[config.mk]
export PLATFORM = sky130hd
export DESIGN_NAME = bht_update_controller
export DESIGN_NICKNAME = d
export VERILOG_FILES = /design/src/rtl/bht_update_controller.sv
export SDC_FILE = /design/constraint.sdc
export NUM_CORES = 1
export LEC_CHECK = 0
export CAP_MARGIN = 20
export CORE_MARGIN = 2
export CORE_UTILIZATION = 52
export CTS_BUF_LIST = sky130_fd_sc_hd__clkbuf_8
export DETAILED_ROUTE_END_ITERATION = 10
export PLACE_DENSITY = 0.83
export SETUP_SLACK_MARGIN = 0.3
export SLEW_MARGIN = 20
export SYNTH_ARGS = -nofsm -noshare
export SYNTH_HDL_FRONTEND = slang
export SYNTH_SLANG_ARGS = --single-unit
[constraint.sdc]
create_clock -name clk -period 8 [get_ports clk]
set_clock_uncertainty 0.15 [all_clocks]
set_input_delay 2.4 -clock clk [delete_from_list [all_inputs] [get_ports clk]]
set_output_delay 2.4 -clock clk [all_outputs]
set_load 0.05 [all_outputs]
[src/rtl/bht_update_controller.sv]
// Two-bit saturating branch history table with an init sequencer,
// a small update FIFO and a two-cycle read-modify-write update path.
module bht_update_controller #(
  parameter int INDEX_BITS = 4,
  parameter int QDEPTH     = 2
) (
  input  logic        clk,
  input  logic        reset,
  input  logic        flush,
  input  logic        lookup_valid,
  input  logic [31:0] lookup_pc,
  output logic        pred_valid,
  output logic        pred_taken,
  output logic [1:0]  pred_state,
  input  logic        upd_valid,
  input  logic [31:0] upd_pc,
  input  logic        upd_taken,
  output logic        upd_ready,
  output logic        init_busy
);

  localparam int ENTRIES = 1 << INDEX_BITS;
  localparam int QW      = $clog2(QDEPTH);
  localparam logic [QW:0] QFULL = (QW+1)'(QDEPTH);

  localparam logic [1:0] S_INIT = 2'd0;
  localparam logic [1:0] S_IDLE = 2'd1;
  localparam logic [1:0] S_RD   = 2'd2;
  localparam logic [1:0] S_WR   = 2'd3;

  logic [1:0]            tbl_q [ENTRIES];
  logic [INDEX_BITS-1:0] q_idx_q [QDEPTH];
  logic                  q_tkn_q [QDEPTH];

  logic [1:0]            state_q, state_d;
  logic [INDEX_BITS-1:0] init_ptr_q, init_ptr_d;
  logic [1:0]            hold_q, hold_d;
  logic [QW-1:0]         wp_q, wp_d, rp_q, rp_d;
  logic [QW:0]           cnt_q, cnt_d;
  logic                  pv_q, pv_d;
  logic [1:0]            ps_q, ps_d;

  logic [INDEX_BITS-1:0] lkp_idx, upd_idx, head_idx, tbl_wa;
  logic                  head_tkn, push, pop, empty, full;
  logic                  tbl_we;
  logic [1:0]            wr_val, tbl_wd;
  logic                  unused_pc_bits;

  function automatic logic [1:0] sat2(input logic [1:0] v,
                                      input logic t);
    if (t) return (v == 2'b11) ? v : v + 2'd1;
    return (v == 2'b00) ? v : v - 2'd1;
  endfunction

  assign lkp_idx  = lookup_pc[INDEX_BITS+1:2];
  assign upd_idx  = upd_pc[INDEX_BITS+1:2];
  assign head_idx = q_idx_q[rp_q];
  assign head_tkn = q_tkn_q[rp_q];
  assign wr_val   = sat2(hold_q, head_tkn);

  assign unused_pc_bits = ^{lookup_pc[31:INDEX_BITS+2], lookup_pc[1:0],
                            upd_pc[31:INDEX_BITS+2], upd_pc[1:0]};

  assign empty     = (cnt_q == '0);
  assign full      = (cnt_q == QFULL);
  assign init_busy = (state_q == S_INIT);
  assign upd_ready = !full && !init_busy;

  // flush wins over everything: no push, no pop, no table write
  assign push = upd_valid && upd_ready && !flush;
  assign pop  = (state_q == S_WR) && !flush;

  assign tbl_we = !flush && (state_q == S_INIT || state_q == S_WR);
  assign tbl_wa = (state_q == S_INIT) ? init_ptr_q : head_idx;
  assign tbl_wd = (state_q == S_INIT) ? 2'b00 : wr_val;

  always_comb begin
    cnt_d = cnt_q + {{QW{1'b0}}, push} - {{QW{1'b0}}, pop};
    wp_d  = push ? wp_q + 1'b1 : wp_q;
    rp_d  = pop  ? rp_q + 1'b1 : rp_q;
    if (flush) begin
      cnt_d = '0;
      wp_d  = '0;
      rp_d  = '0;
    end
  end

  always_comb begin
    state_d    = state_q;
    init_ptr_d = init_ptr_q;
    hold_d     = hold_q;
    if (flush) begin
      state_d    = S_INIT;
      init_ptr_d = '0;
    end else begin
      unique case (state_q)
        S_INIT: begin
          init_ptr_d = init_ptr_q + 1'b1;
          if (init_ptr_q == '1) state_d = S_IDLE;
        end
        S_IDLE: if (!empty) state_d = S_RD;
        S_RD: begin
          hold_d  = tbl_q[head_idx];
          state_d = S_WR;
        end
        S_WR: state_d = (cnt_d != '0) ? S_RD : S_IDLE;
        default: state_d = S_INIT;
      endcase
    end
  end

  // lookup forwards the value being written this cycle
  always_comb begin
    pv_d = lookup_valid && !flush;
    ps_d = ps_q;
    if (lookup_valid) begin
      if (state_q == S_INIT) ps_d = 2'b00;
      else if (state_q == S_WR && head_idx == lkp_idx) ps_d = wr_val;
      else ps_d = tbl_q[lkp_idx];
    end
  end

  always_ff @(posedge clk or posedge reset) begin
    if (reset) begin
      state_q    <= S_INIT;
      init_ptr_q <= '0;
      hold_q     <= '0;
      wp_q       <= '0;
      rp_q       <= '0;
      cnt_q      <= '0;
      pv_q       <= 1'b0;
      ps_q       <= 2'b00;
    end else begin
      state_q    <= state_d;
      init_ptr_q <= init_ptr_d;
      hold_q     <= hold_d;
      wp_q       <= wp_d;
      rp_q       <= rp_d;
      cnt_q      <= cnt_d;
      pv_q       <= pv_d;
      ps_q       <= ps_d;
    end
  end

  always_ff @(posedge clk) begin
    if (tbl_we) tbl_q[tbl_wa] <= tbl_wd;
    if (push) begin
      q_idx_q[wp_q] <= upd_idx;
      q_tkn_q[wp_q] <= upd_taken;
    end
  end

  assign pred_valid = pv_q;
  assign pred_state = ps_q;
  assign pred_taken = ps_q[1];

endmodule

After elaboration in Yosys (flattened, before gate mapping)
Memories as Yosys holds them, arrays and structs flattened. A register that Yosys moved wholly into a read port is not among the register bits.
Cells that the tools add are included.

word-level totals
  RAM bits = 42
  bits of input ports = 70
  memories kept = 3
  bits in registers = 13
  output and inout bits = 6

cells by class
  add/sub/neg operators = 7
  mux-type cells = 25
  equal/unequal tests = 9
  bitwise operators = 1
  reduce and logical (&&, ||, !) cells = 20

memory list
  name     depth  width  rd ports  clocked after memory_dff  wr ports  RTL line  RTL
  tbl_q    16     2      2         1                         1         31        logic [1:0] tbl_q [ENTRIES];
  q_idx_q  2      4      1         0                         1         32        logic [INDEX_BITS-1:0] q_idx_q [QDEPTH];
  q_tkn_q  2      1      1         0                         1         33        logic q_tkn_q [QDEPTH];

operators by type and width
  cell                                                                    count
  2-bit two-way mux                                                       12
  4-bit two-way mux                                                       3
  1-bit two-way mux                                                       9
  2-bit equality test (second input constant)                             4
  2-bit one-hot mux with 4 select lines                                   1
  2-bit nonzero test                                                      4
  1-bit logical AND                                                       7
  2-bit logical NOT                                                       3
  4-bit by 1-bit adder with 4-bit output (second input constant)          1
  4-bit equality test                                                     1
  4-bit equality test (second input constant)                             1
  2-bit AND reduction                                                     2
  1-bit logical NOT                                                       3
  3-bit by 2-bit != test with 1-bit output (second input constant)        1
  3-bit != test (second input constant)                                   1
  1-bit adder (second input constant)                                     2
  2-bit by 1-bit adder with 2-bit output                                  1
  2-bit by 1-bit adder with 2-bit output (second input constant)          1
  2-bit by 1-bit equality test with 1-bit output (second input constant)  1
  2-bit by 1-bit subtractor with 2-bit output                             1
  2-bit by 1-bit subtractor with 2-bit output (second input constant)     1
  1-bit logical OR                                                        1
  1-bit inverter                                                          1

Logic depth before layout (Yosys ltp)
  word-level depth = 12
  mapped depth = 14
  depth with buffers taken out = 13

Least setup slack after synthesis
OpenSTA, ideal clock, no wires.

  kind = reg-to-output
  start = reg state_q[0]
  end = out upd_ready
  cell stages (with the launch flop) = 5
  buffers on the path = 1
  arrival = 1.937 ns
  data required time = 5.450 ns
  path slack = 3.513 ns
  path through = dfrtp_1 > inv_1 > ha_1 > clkbuf_1 > a21oi_1

on the way
  longest elaborated chain between the ends = 3

RTL lines
  element                 RTL line  RTL
  from (decl)             35        logic [1:0] state_q, state_d;
  from (signal assigned)  134       state_q <= state_d;
  2-bit logical NOT       66        assign init_busy = (state_q == S_INIT);
  via init_busy           19        output logic init_busy
  1-bit logical NOT       67        assign upd_ready = !full && !init_busy;
  1-bit logical AND       67
  to (decl)               18        output logic upd_ready,

The timed path passes the listed nets, and every way through them passes these cells.

Final worst setup path
  start = reg state_q[0]
  end = out init_busy

on the way
  longest elaborated chain between the ends = 1

RTL lines
  element            RTL line
  2-bit logical NOT  66
  to (decl)          19

Every way passes these cells.

==> run_results.csv <==
group,metric,value,unit
synthesis,synth_area_leader_cell,"edfxtp_1",
detailed_routing,drt-initial-drc-count,195,
floorplanning,die_h,82.96,um
hold_path,min_path_type,"reg2reg",
grt,grt_pass1_wl,11420,um
setup_path,cp_num_buf_inv,2,
setup_path,cp.required,5.45,ns
timing,final.period_utilization,63.78,%
synthesis,synthCells,273,
synthesis,ys_seq_area_share,50.48,%
final_layout,drive_above_1_share,9.797,%
synthesis,synth_warnings,0,
floorplanning,die_x,82.96,um
grt,grt_util_met3,6.163,%
clock_tree,clkSinkCount,57,
timing,tightest_slew,0.7973,ns
grt,grtUsageTotal,21.47,%
timing,drv_slew,0,
grt,grt_max_degree,21,
detailed_routing,vias,2232,
clock_tree,numCtsBuffers,9,
floorplanning,rows,28,
final_layout,num_antenna_cells,0,
grt,grt_pass1_vias,2327,
synthesis,avgSynthCellArea,11.87,um2
detailed_routing,drt-total-wl,6954,um
power,p_leak,1.400,nW
setup_path,slowest_delay,0.94,ns
synthesis,syn_nets,351,
timing,max_freq,196.0,MHz
detailed_routing,wire_per_inst,18.74,um
timing,finalHoldViolCount,0,
grt,top_usage_layer,"met2",
floorplanning,design.die.area,6882,um2
final_layout,seq_area,1637,um2
place,place_congestion,0.8732,
clock_tree,path_clk_slew,0.06,ns
grt,grt_util_met1,25.56,%
clock_tree,postCtsResizedCells,0,
final_layout,fillCellCount,470,
clock_tree,tritoncts,"built",
final_layout,fin_nets,369,
synthesis,ys_top_cells_by_area,"edfxtp_1 39%, dfrtp_1 12%, mux4_1 4.9%",
place,hpwl,4893,um
final_layout,final_cells,371,
flow_run,maxCapViolCount,0,
clock_tree,holdBufCountCts,0,
setup_path,cp.arrival,2.55,ns
clock_tree,clk_latency,0.34,ns
grt,antenna_found_initial,0,
final_layout,syn2layout_area_growth,10.23,%
setup_path,crit_chain,"inv_1 -> ha_1 -> clkdlybuf4s50_1",
timing,rsz0062_at_grt,"false",
timing,maxSlewHeadroom,46.84,%
clock_tree,htree_levels,3,
timing,setup_viol,0,
setup_path,path_class,"reg2out",
synthesis,synth_seq_cells,57,
place,place_inst,355,
floorplanning,io_pins,76,
detailed_routing,drtAntennaViolNets,0,
timing,fin_setup_tns,0,ns
grt,grt_use_met2,34.53,%
floorplanning,coreArea,5956,um2
outcome,status,"complete, no violations",
setup_path,worst_path_dominant_cell_family,"buffers and inverters",
timing,finalCriticalPeriod,5.102,ns
setup_path,path_max_fanout,17,
detailed_routing,first_pass_iters,5,
synthesis,synth_edf_count,42,
setup_path,critPathLaunchType,"flip-flop",
place,portBuffers,19,
clock_tree,clockRootBuffer,"clkbuf_8",
detailed_routing,drc,0,
power,vdd_drop_max,96.18,uV
clock_tree,post_cts_buffers,0,
clock_tree,cts_buffer_depth,2,
grt,overflow,0,
synthesis,synth_cell_type_count,45,
synthesis,netlist_area,3242,um2
setup_path,endpoint_kind,"output port",
setup_path,cp_slowest_cell,"clkdlybuf4s50_1",
synthesis,ys.flop_type,"edfxtp_1",
floorplanning,start_util,54.43,%
detailed_routing,via_per_inst,6.016,
power,p_per_area,181.6,nW/um2
synthesis,synth_top_area_share,38.90,%
synthesis,ys_async_sr_fraction,26.32,%
final_layout,multiInputGateArea,1446,um2
final_layout,final_core_utilization,60.00,%
cell usage after synthesis, types with 7 or more instances:
cell	n
mux2i_1	10
a21oi_1	12
nand2b_1	15
dfrtp_1	15
ha_1	8
nor2_1	32
inv_1	12
nor2b_1	15
mux2_2	7
edfxtp_1	42
xor2_1	7
nand2_1	19
metal layers:
layer	share of wire [%]	wire length, um
met5	0	0
met1	40	2804
met4	2.8	197
met2	50	3495
met3	6.6	456
tightest hold or removal path, delay by kind of cell (launching register included):
kind          cells  cell delay, ns
simple gates      2            0.12
flops             1            0.35
registers in the layout, summed over array words and instances (netlist names):
name        cells
tbl_q          32
wp_q            1
init_ptr_q      4
cnt_q           2
q_tkn_q         2
rp_q            1
pred_state      2
q_idx_q         8
pred_valid      1
state_q         2
hold_q          2
cells by family (layout without fill, tap and decap cells):
group / count (synthesis) / in the layout / synth area share, %
and+or+nand+nor: 98 / 98 / 14.78
DFF: 57 / 57 / 50.48
AOI/OAI and AO/OA: 47 / 47 / 9.958
muxes: 28 / 28 / 13.62
buffers and inverters: 24 / 47 / 5.094
xor gates and xnor gates: 11 / 11 / 2.972
adders and majority gates: 8 / 8 / 3.088
layout make-up:
| class | instances | share of cell area [%] |
|---|---|---|
| clock buffer | 9 | 3.466 |
| sequential | 57 | 45.80 |
| clock inverter | 7 | 1.050 |
| multi-input combinational | 192 | 40.48 |
| tap | 75 | 2.626 |
| timing repair buffer | 19 | 5.322 |
| inverter | 12 | 1.261 |
through the flow:
| stage | area, um2 | hold slack (ns) | total power, W | worst slack (ns) |
|---|---|---|---|---|
| detailed placement | 3406 | 0.3436 | 0.0004312 | 2.983 |
| finish | 3573 | 0.3501 | 0.0006488 | 2.898 |
| CTS | 3567 | 0.3599 | 0.0006503 | 2.940 |
| global route | 3573 | 0.3708 | 0.0006749 | 2.753 |
| floorplan | 3242 | 0.3553 | 0.0004070 | 3.513 |
| global placement | 3406 | 0.3261 | 0.0004279 | 2.981 |
power breakdown:
group          switching (W)  internal [W]  total (W)
Sequential        0.00000909      0.000329   0.000338
Combinational      0.0000536     0.0000354  0.0000890
Clock               0.000114      0.000108   0.000222
final timing paths:
check | from | endpoint | cells after the start | slack [ns]
setup / recovery | state_q[0]$_DFFE_PP0P_ | init_busy | 3 | 2.90
hold / removal | pred_state[0]$_DFFE_PP0P_ | pred_state[0]$_DFFE_PP0P_ | 2 | 0.35
setup reg to reg | state_q[0]$_DFFE_PP0P_ | state_q[0]$_DFFE_PP0P_ | 12 | 4.74
hold reg to reg | pred_state[0]$_DFFE_PP0P_ | pred_state[0]$_DFFE_PP0P_ | 2 | 0.35
max in group asynchronous | reset | cnt_q[0]$_DFF_PP0_ | 2 | 5.05
min in group asynchronous | reset | pred_state[0]$_DFFE_PP0P_ | 2 | 2.27
layout by cell type, fill, tap and decap left out, types with 7 or more instances in the layout:
| master | count |
|---|---|
| inv_1 | 12 |
| nand2b_1 | 15 |
| clkdlybuf4s50_1 | 19 |
| edfxtp_1 | 42 |
| dfrtp_1 | 15 |
| clkbuf_8 | 9 |
| nor2_1 | 32 |
| nand2_1 | 19 |
| a21oi_1 | 11 |
| mux2_2 | 7 |
| mux2i_1 | 10 |
| nor2b_1 | 14 |
| xor2_1 | 7 |
| ha_1 | 8 |
No activity file was read; power rests on OpenSTA's default activity.
